--- config.mk ---
export PLATFORM = sky130hd
export DESIGN_NAME = ysyx_22040931_mem_stage_flat
export DESIGN_NICKNAME = d
export VERILOG_FILES = /design/src/rtl/ysyx_22040931_mem_stage_if.sv /design/src/rtl/ysyx_22040931_mem_stage.sv /design/src/flat_wrapper.sv
export SDC_FILE = /design/constraint.sdc
export NUM_CORES = 1
export LEC_CHECK = 0
export CAP_MARGIN = 40
export CORE_AREA = 2 2 216 218
export CTS_CLUSTER_SIZE = 8
export DETAILED_ROUTE_END_ITERATION = 12
export DIE_AREA = 0 0 218 220
export PLACE_DENSITY = 0.72
export SYNTH_ARGS = -nofsm -noshare
export SYNTH_HDL_FRONTEND = slang
export SYNTH_SLANG_ARGS = --single-unit
--- constraint.sdc ---
create_clock -name clk -period 2.1 [get_ports clk]
set_input_delay 0.315 -clock clk [delete_from_list [all_inputs] [get_ports clk]]
set_output_delay 0.315 -clock clk [all_outputs]
set_load 0.005 [all_outputs]
--- src/rtl/ysyx_22040931_mem_stage_if.sv ---
// Data-memory bus between the MEM stage (master) and the data memory (slave).
// There is one request channel with valid/ready and one read-response pulse.
interface ysyx_22040931_mem_stage_if #(
  parameter int ADDR_W = 32,
  parameter int XLEN   = 64
);
  logic              req_valid;
  logic              req_ready;
  logic              wen;
  logic [ADDR_W-1:0] addr;
  logic [XLEN-1:0]   wdata;
  logic [7:0]        wmask;
  logic              rsp_valid;
  logic [XLEN-1:0]   rdata;

  modport master (
    output req_valid, wen, addr, wdata, wmask,
    input  req_ready, rsp_valid, rdata
  );

  modport slave (
    input  req_valid, wen, addr, wdata, wmask,
    output req_ready, rsp_valid, rdata
  );
endinterface

--- src/rtl/ysyx_22040931_mem_stage.sv ---
// MEM pipeline stage: takes one EX result, runs at most one data-memory access,
// aligns and extends load data, and presents the writeback record through a one-entry register.
module ysyx_22040931_mem_stage #(
  parameter int ADDR_W = 32,
  parameter int XLEN   = 64
) (
  input  logic              clk,
  input  logic              rst,
  input  logic              in_valid,
  output logic              in_ready,
  input  logic [63:0]       in_pc,
  input  logic              in_w_ena,
  input  logic [4:0]        in_w_addr,
  input  logic [XLEN-1:0]   in_w_data,
  input  logic              in_mem_ena,
  input  logic              in_mem_wr,
  input  logic [2:0]        in_memrop,
  input  logic [2:0]        in_memwop,
  input  logic [ADDR_W-1:0] in_mem_addr,
  input  logic [XLEN-1:0]   in_mem_data,
  ysyx_22040931_mem_stage_if.master dmem,
  output logic              out_valid,
  input  logic              out_ready,
  output logic [63:0]       out_pc,
  output logic              out_w_ena,
  output logic [4:0]        out_w_addr,
  output logic [XLEN-1:0]   out_w_data,
  output logic              out_misalign
);

  typedef enum logic [1:0] {IDLE, REQ, WAIT} state_t;

  state_t state, next_state;

  logic              accept;
  logic              misaligned;
  logic [1:0]        size;
  logic [7:0]        size_mask;
  logic              store_done;
  logic              load_done;

  logic              req_wen;
  logic [ADDR_W-1:0] req_addr;
  logic [XLEN-1:0]   req_wdata;
  logic [7:0]        req_wmask;
  logic [2:0]        req_off;
  logic [2:0]        req_rop;
  logic [63:0]       req_pc;
  logic              req_w_ena;
  logic [4:0]        req_w_addr;

  logic [XLEN-1:0]   lane;
  logic [XLEN-1:0]   load_ext;

  assign in_ready = (state == IDLE) && (!out_valid || out_ready);
  assign accept   = in_valid && in_ready;

  // Access size 0=byte 1=half 2=word 3=double; unused op codes fall back to doubleword.
  always_comb begin
    size = 2'd3;
    if (in_mem_wr) begin
      size = (in_memwop > 3'd2) ? 2'd3 : in_memwop[1:0];
    end else begin
      case (in_memrop)
        3'd0, 3'd4: size = 2'd0;
        3'd1, 3'd5: size = 2'd1;
        3'd2, 3'd6: size = 2'd2;
        default:    size = 2'd3;
      endcase
    end
  end

  always_comb begin
    misaligned = 1'b0;
    size_mask  = 8'hFF;
    case (size)
      2'd0: begin misaligned = 1'b0;                 size_mask = 8'h01; end
      2'd1: begin misaligned = in_mem_addr[0];       size_mask = 8'h03; end
      2'd2: begin misaligned = |in_mem_addr[1:0];    size_mask = 8'h0F; end
      default: begin misaligned = |in_mem_addr[2:0]; size_mask = 8'hFF; end
    endcase
  end

  // Load data: move the addressed byte lane to bit 0, then sign- or zero-extend.
  assign lane = dmem.rdata >> {req_off, 3'b000};

  always_comb begin
    load_ext = lane;
    case (req_rop)
      3'd0: load_ext = {{(XLEN-8){lane[7]}},   lane[7:0]};
      3'd1: load_ext = {{(XLEN-16){lane[15]}}, lane[15:0]};
      3'd2: load_ext = {{(XLEN-32){lane[31]}}, lane[31:0]};
      3'd4: load_ext = {{(XLEN-8){1'b0}},      lane[7:0]};
      3'd5: load_ext = {{(XLEN-16){1'b0}},     lane[15:0]};
      3'd6: load_ext = {{(XLEN-32){1'b0}},     lane[31:0]};
      default: load_ext = lane;
    endcase
  end

  always_ff @(posedge clk) begin
    if (rst) state <= IDLE;
    else     state <= next_state;
  end

  always_comb begin
    next_state = state;
    store_done = 1'b0;
    load_done  = 1'b0;
    case (state)
      IDLE: if (accept && in_mem_ena && !misaligned) next_state = REQ;
      REQ: begin
        if (dmem.req_ready) begin
          if (req_wen) begin
            store_done = 1'b1;
            next_state = IDLE;
          end else begin
            next_state = WAIT;
          end
        end
      end
      WAIT: begin
        if (dmem.rsp_valid) begin
          load_done  = 1'b1;
          next_state = IDLE;
        end
      end
      default: next_state = IDLE;
    endcase
  end

  // Request fields are captured once at accept so they stay stable while REQ waits for ready.
  always_ff @(posedge clk) begin
    if (rst) begin
      req_wen    <= 1'b0;
      req_addr   <= '0;
      req_wdata  <= '0;
      req_wmask  <= '0;
      req_off    <= '0;
      req_rop    <= '0;
      req_pc     <= '0;
      req_w_ena  <= 1'b0;
      req_w_addr <= '0;
    end else if (accept && in_mem_ena && !misaligned) begin
      req_wen    <= in_mem_wr;
      req_addr   <= {in_mem_addr[ADDR_W-1:3], 3'b000};
      req_wdata  <= in_mem_wr ? (in_mem_data << {in_mem_addr[2:0], 3'b000}) : '0;
      req_wmask  <= in_mem_wr ? 8'(size_mask << in_mem_addr[2:0]) : 8'h00;
      req_off    <= in_mem_addr[2:0];
      req_rop    <= in_memrop;
      req_pc     <= in_pc;
      req_w_ena  <= in_w_ena;
      req_w_addr <= in_w_addr;
    end
  end

  assign dmem.req_valid = (state == REQ);
  assign dmem.wen       = req_wen;
  assign dmem.addr      = req_addr;
  assign dmem.wdata     = req_wdata;
  assign dmem.wmask     = req_wmask;

  // Output slot: accept only happens when it is empty or draining, so loads never overwrite a held result.
  always_ff @(posedge clk) begin
    if (rst) begin
      out_valid    <= 1'b0;
      out_pc       <= '0;
      out_w_ena    <= 1'b0;
      out_w_addr   <= '0;
      out_w_data   <= '0;
      out_misalign <= 1'b0;
    end else if (accept && !in_mem_ena) begin
      out_valid    <= 1'b1;
      out_pc       <= in_pc;
      out_w_ena    <= in_w_ena;
      out_w_addr   <= in_w_addr;
      out_w_data   <= in_w_data;
      out_misalign <= 1'b0;
    end else if (accept && misaligned) begin
      out_valid    <= 1'b1;
      out_pc       <= in_pc;
      out_w_ena    <= 1'b0;
      out_w_addr   <= in_w_addr;
      out_w_data   <= in_w_data;
      out_misalign <= 1'b1;
    end else if (store_done) begin
      out_valid    <= 1'b1;
      out_pc       <= req_pc;
      out_w_ena    <= 1'b0;
      out_w_addr   <= req_w_addr;
      out_w_data   <= '0;
      out_misalign <= 1'b0;
    end else if (load_done) begin
      out_valid    <= 1'b1;
      out_pc       <= req_pc;
      out_w_ena    <= req_w_ena;
      out_w_addr   <= req_w_addr;
      out_w_data   <= load_ext;
      out_misalign <= 1'b0;
    end else if (out_ready) begin
      out_valid    <= 1'b0;
    end
  end

endmodule
--- src/flat_wrapper.sv ---
// flat-port wrapper written by rule: the top's interface ports become plain ports
module ysyx_22040931_mem_stage_flat 
#(
  parameter int ADDR_W = 32,
  parameter int XLEN   = 64
)
  (clk, rst, in_valid, in_ready, in_pc, in_w_ena, in_w_addr, in_w_data, in_mem_ena, in_mem_wr, in_memrop, in_memwop, in_mem_addr, in_mem_data, out_valid, out_ready, out_pc, out_w_ena, out_w_addr, out_w_data, out_misalign, dmem_req_valid, dmem_wen, dmem_addr, dmem_wdata, dmem_wmask, dmem_req_ready, dmem_rsp_valid, dmem_rdata);
  ysyx_22040931_mem_stage_if #(.ADDR_W(ADDR_W), .XLEN(XLEN)) dmem_i ();
  input  logic clk;
  input  logic rst;
  input  logic in_valid;
  output logic in_ready;
  input  logic [63:0] in_pc;
  input  logic in_w_ena;
  input  logic [4:0] in_w_addr;
  input  logic [XLEN-1:0] in_w_data;
  input  logic in_mem_ena;
  input  logic in_mem_wr;
  input  logic [2:0] in_memrop;
  input  logic [2:0] in_memwop;
  input  logic [ADDR_W-1:0] in_mem_addr;
  input  logic [XLEN-1:0] in_mem_data;
  output logic out_valid;
  input  logic out_ready;
  output logic [63:0] out_pc;
  output logic out_w_ena;
  output logic [4:0] out_w_addr;
  output logic [XLEN-1:0] out_w_data;
  output logic out_misalign;
  output wire logic [$bits(dmem_i.req_valid)-1:0] dmem_req_valid;
  output wire logic [$bits(dmem_i.wen)-1:0] dmem_wen;
  output wire logic [$bits(dmem_i.addr)-1:0] dmem_addr;
  output wire logic [$bits(dmem_i.wdata)-1:0] dmem_wdata;
  output wire logic [$bits(dmem_i.wmask)-1:0] dmem_wmask;
  input wire logic [$bits(dmem_i.req_ready)-1:0] dmem_req_ready;
  input wire logic [$bits(dmem_i.rsp_valid)-1:0] dmem_rsp_valid;
  input wire logic [$bits(dmem_i.rdata)-1:0] dmem_rdata;
  assign dmem_req_valid = dmem_i.req_valid;
  assign dmem_wen = dmem_i.wen;
  assign dmem_addr = dmem_i.addr;
  assign dmem_wdata = dmem_i.wdata;
  assign dmem_wmask = dmem_i.wmask;
  assign dmem_i.req_ready = dmem_req_ready;
  assign dmem_i.rsp_valid = dmem_rsp_valid;
  assign dmem_i.rdata = dmem_rdata;
  ysyx_22040931_mem_stage #(.ADDR_W(ADDR_W), .XLEN(XLEN)) u_core (.clk(clk), .rst(rst), .in_valid(in_valid), .in_ready(in_ready), .in_pc(in_pc), .in_w_ena(in_w_ena), .in_w_addr(in_w_addr), .in_w_data(in_w_data), .in_mem_ena(in_mem_ena), .in_mem_wr(in_mem_wr), .in_memrop(in_memrop), .in_memwop(in_memwop), .in_mem_addr(in_mem_addr), .in_mem_data(in_mem_data), .dmem(dmem_i), .out_valid(out_valid), .out_ready(out_ready), .out_pc(out_pc), .out_w_ena(out_w_ena), .out_w_addr(out_w_addr), .out_w_data(out_w_data), .out_misalign(out_misalign));
endmodule
# [Word level (Yosys, flattened, before mapping)]
# Cells that the tools add are included.
[totals] regBits=316 output_inout_bits=243 wordCells=103 inputBits=308
[classes] reduce_logical=24 mux=42 order_cmp=1 eq_ne=17 shifts=3
[op_table] cell="$mux 64" count=9
[op_table] cell="$pmux 64 s6" count=1
[op_table] cell="$shl 64x6->64" count=1
[op_table] cell="$shr 64x6->64" count=1
[op_table] cell="$pmux 8 s3" count=1
[op_table] cell="$mux 5" count=4
[op_table] cell="$eq 3x3->1 const B" count=6
[op_table] cell="$mux 1" count=17
[op_table] cell="$mux 2" count=6
[op_table] cell="$pmux 2 s3" count=2
[op_table] cell="$reduce_or 2->1" count=5
[op_table] cell="$mux 8" count=1
[op_table] cell="$shl 8x3->8" count=1
[op_table] cell="$eq 3x1->1 const B" count=2
[op_table] cell="$eq 3x2->1 const B" count=2
[op_table] cell="$logic_and 1x1->1" count=6
[op_table] cell="$logic_not 3->1" count=2
[op_table] cell="$reduce_bool 5->1" count=1
[op_table] cell="$eq 2x1->1 const B" count=2
[op_table] cell="$eq 2x2->1 const B" count=2
[op_table] cell="$logic_not 2->1" count=2
[op_table] cell="$ne 2x2->1 const B" count=2
[op_table] cell="$reduce_bool 4->1" count=1
[op_table] cell="$gt 3x2->1 const B" count=1
[op_table] cell="7 further kinds" count=9

# [Depth between registers and ports, before layout]
[depth] depth_word=10 mapped_depth=10 mapped_depth_nobuf=6

# [Worst setup path after synthesis]
# No wires, ideal clock.
[synth_timing] path_kind="register to register" startpoint="register u_core.req_off[1]" endpoint="register u_core.out_w_data[62]" t_required_ns=1.962 setup_time_ns=0.138 slack_ns=-0.107 period_less_slack_ns=2.207 path_buffers=2 path_stages_with_launch=9 t_arrival_ns=2.070 path_cell_list="dfxtp_1 -> buf_6 -> mux2_1 -> mux4_2 -> a22oi_4 -> o311ai_4 -> buf_6 -> a32oi_1 -> a211oi_1"
[synth_between] elab_chain_len=6
[synth_lines] element="start: declaration" line="ysyx_22040931_mem_stage.sv:46" rtl="logic [2:0] req_off;"
[synth_lines] element="start signal: assignment" line="ysyx_22040931_mem_stage.sv:148" rtl="req_off <= in_mem_addr[2:0];"
[synth_lines] element="$shr 64x6->64" line="ysyx_22040931_mem_stage.sv:85" rtl="assign lane = dmem.rdata >> {req_off, 3'b000};"
[synth_lines] element="$pmux 64 s6" line="ysyx_22040931_mem_stage.sv:89" rtl="case (req_rop)"
[synth_lines] element="$mux 64" line="ysyx_22040931_mem_stage.sv:192" rtl="end else if (load_done) begin"
[synth_lines] element="$mux 64" line="ysyx_22040931_mem_stage.sv:185" rtl="end else if (store_done) begin"
[synth_lines] element="$mux 64" line="ysyx_22040931_mem_stage.sv:178" rtl="end else if (accept && misaligned) begin"
[synth_lines] element="$mux 64" line="ysyx_22040931_mem_stage.sv:171" rtl="end else if (accept && !in_mem_ena) begin"
[synth_lines] element="end signal: assignment" line="ysyx_22040931_mem_stage.sv:176" rtl="out_w_data <= in_w_data;"
[synth_lines] element="end signal: assignment" line="ysyx_22040931_mem_stage.sv:183" rtl="out_w_data <= in_w_data;"
[synth_lines] element="end signal: assignment" line="ysyx_22040931_mem_stage.sv:197" rtl="out_w_data <= load_ext;"
[synth_lines] element="end: declaration" line="ysyx_22040931_mem_stage.sv:27" rtl="output logic [XLEN-1:0] out_w_data,"
# No other way between the ends. The select of a mux whose other input is x is not followed.
# A chain may end at the register's enable or synchronous reset.

# [Worst setup path after layout]
[layout_timing] startpoint="register u_core.req_off[1]" endpoint="register u_core.out_w_data[61]"
# Same word-level chain as after synthesis.

==> metrics.cfg <==
[cells_and_area]
fill_cells=4195
area_growth_pct=57.82
final_util_pct=54.79
regArea_um2=6331
drive_gt1_share_pct=15.56
nNetsFinal=2918
final_common_cell=clkdlybuf4s50_1
most-common-layout-cells=clkdlybuf4s50_1 (539), nand2_1 (488), dfxtp_1 (314)
multi_input_area_um2=9160
final_cell_area_um2=25130

[sta]
layout_setup_ws_ns=-0.2311
finalHoldViolCount=0
finalSetupTns_ns=-8.635
min_period_ns=2.331
setup_violations=47
worst_pin_slew_ns=0.8349
fmax_mhz=429.0
rsz0062_at_grt=yes
fin_skew_ns=0.01851
maxSlewHeadroom_pct=44.34
period_share_pct=111.0
holdWs_ns=0.1737
slew_violations=0

[power]
leakage_nw=9.042
vdd_drop_max_mv=0.5475
pwr_density_cell_nw_per_um2=703.2

[clocking]
clk_latency_ns=0.57
cts_made_buffers=46
clk_pin_slew_worst_paths_ns=0.05
cts_tree=done
cts.path.max_buffers=3
h-tree-depth=2
cts-hold-fix-buffers=0
root_buffer=clkbuf_16
cts_sinks=316

[synthesis]
synth_cell_types=54
synthFlopType=dfxtp_1
syn_avg_cell_area_um2=7.913
synth_cells=2012
yosys_warnings=0
async_reset_ff_share_pct=0
netlist_area_um2=15920
synth-seq-cells=316
synth-edff-count=0
yosysSeqAreaShare_pct=39.73

[setup_path]
cp_cell_sequence=mux4_2, mux2_4, a22oi_4, o311ai_4, buf_12, a32oi_2, a211oi_1
crit_path_start=u_core.req_off[1]
cp_num_cells=7
startpoint_type=register
worst_ep_required_time_ns=2.53
crit_family=multiplexers
rr_worst_depth=7
slowest_stage=mux4_2
critPathCaptureType=register
crit_end=u_core.out_w_data[61]
arrival_ns=2.76
r2r-start=u_core.req_off[1]
ff2ff_setup_slack_ns=-0.23
critPathMaxFanout=16
crit_type=reg -> reg
path_buf_inv=1
max_stage_delay_ns=0.52
crit-reg2reg-capture=u_core.out_w_data[61]

[drt]
drt_iter0_drc=1484
ant_nets=0
routed-via-count=17750
routed_via_density=5.497
drt_wl_total_um=69260
wl_per_cell_um=21.45
drt_pass1_iterations=6
post-route-drc-count=0

[die]
dieWidth_um=218
floorplan.core_area_um2=45860
initial_core_util_pct=34.71
io_pins=551
die-area_um2=47960
rows=79
die_height_um=220

[global_routing]
grt_overflow=0
grt_pass1_vias=17180
grtUsageTotal_pct=26.95
antenna_found_initial=4
grt_pass1_wl_um=100800
grt_max_degree=121

[placed_design]
pre_cts_ws_ns=-0.7509
routabilityCongestion=0.9667
dpl.hpwl_um=49010
dpl_cell_area_um2=23100
place.port_buffers=547

[status]
violations=setup timing
status=complete, but fails checks

[worst_hold_path]
hold_path_class=in -> reg

[run]
maxCapViolations=0

[where the power goes]
part	switching (mW)	internal (mW)	total (mW)
Clock	2.70	4.13	6.84
Combinational	1.97	2.23	4.20
Sequential	0.234	6.39	6.63
Total	4.91	12.8	17.7
[routing by layer]
metal / up-vias / track usage (%) / routed length [um]
li1: 8304 / - / -
met1: 8522 / 32.83 / 27640
met2: 797 / 46.22 / 33790
met3: 124 / 6.101 / 5559
met4: 2 / 10.23 / 2252
met5: - / 0 / 11
[what timing repair did]
item / 4_1_cts / 5_1_grt
hold endpoints to repair: 0 / 0
resized for setup: 29 / 67
cloned: 2 / 5
pin swaps: 5 / 8
setup buffers: 7 / 4
setup endpoints to repair: 92 / 291
[flip-flops by register name, indices dropped and copies added, names as in the netlist]
register,count
u_core.out_w_addr,5
u_core.req_rop,3
u_core.out_valid,1
u_core.out_w_ena,1
u_core.req_off,3
u_core.dmem.addr,29
u_core.out_misalign,1
u_core.out_pc,64
u_core.dmem.wen,1
u_core.dmem.wmask,8
u_core.state,2
u_core.req_w_addr,5
u_core.req_pc,64
u_core.dmem.wdata,64
u_core.req_w_ena,1
u_core.out_w_data,64
[stage by stage]
step / total power [mW] / instances
floorplan: 8.382 / 2014
global placement: 10.56 / 3151
detailed placement: 10.63 / 3151
CTS: 17.63 / 3214
global route: 18.37 / 3226
finish: 17.67 / 3229
[area by class of cell]
| type | count | share of cell area [%] |
|---|---|---|
| Clock inverter | 4 | 0.2540 |
| Antenna cell | 6 | 0.05976 |
| Sequential cell | 316 | 25.20 |
| Tap cell | 607 | 3.023 |
| Multi-Input combinational cell | 1494 | 36.46 |
| Timing Repair Buffer | 742 | 30.06 |
| Clock buffer | 50 | 4.805 |
| Inverter | 10 | 0.1494 |
[worst min path at each step]
stage | from | endpoint | depth (start not counted)
floorplan | u_core.req_w_ena | u_core.req_w_ena | 2
global placement | u_core.req_w_ena | u_core.req_w_ena | 2
detailed placement | u_core.req_pc[33] | u_core.req_pc[33] | 2
CTS | in_mem_addr[0] | u_core.req_off[0] | 4
global route | in_mem_addr[0] | u_core.req_off[0] | 4
finish | in_mem_addr[0] | u_core.req_off[0] | 4
[worst register-to-register path: cells and delay by family, from the launching register on]
kind            cells  cell delay [ns]
compound gates      4             0.77
buf+inv             1             0.21
flops               1             0.40
mux                 2             0.83
[Yosys cell counts, types with 4 or more instances]
| cell type | number | share of area (%) |
|---|---|---|
| buf_2 | 60 | 1.9 |
| a31oi_1 | 9 | 0.35 |
| a22oi_1 | 41 | 1.9 |
| nand2b_1 | 11 | 0.43 |
| o22a_1 | 7 | 0.39 |
| or2_2 | 4 | 0.16 |
| a32oi_1 | 33 | 1.8 |
| nor3b_1 | 4 | 0.19 |
| nand3_1 | 46 | 1.4 |
| nand2_1 | 489 | 12 |
| o21ai_1 | 4 | 0.13 |
| inv_1 | 9 | 0.21 |
| clkbuf_1 | 107 | 2.5 |
| buf_4 | 9 | 0.42 |
| dfxtp_1 | 316 | 40 |
| nor3_1 | 20 | 0.63 |
| buf_1 | 14 | 0.33 |
| a2111oi_0 | 8 | 0.44 |
| mux2i_1 | 85 | 5.3 |
| a211oi_1 | 58 | 2.7 |
| mux2_2 | 61 | 4.3 |
| a21oi_1 | 199 | 6.3 |
| buf_6 | 4 | 0.28 |
| nor2b_1 | 7 | 0.28 |
| o21ai_0 | 66 | 2.1 |
| a311oi_1 | 69 | 3.8 |
| mux4_2 | 21 | 3.0 |
| nor2_1 | 205 | 4.8 |
| o22ai_1 | 4 | 0.16 |
| o2111ai_1 | 7 | 0.39 |
[kinds of logic after synthesis]
family                 Yosys count  share of synthesized area (%)
buffers and inverters          204                          5.682
and+or+nand+nor                798                          19.99
other                            1                        0.02355
muxes                          170                          12.96
DFF                            316                          39.73
AOI/OAI and AO/OA              523                          21.61
Note: power is estimated with default switching activity, not from simulation.
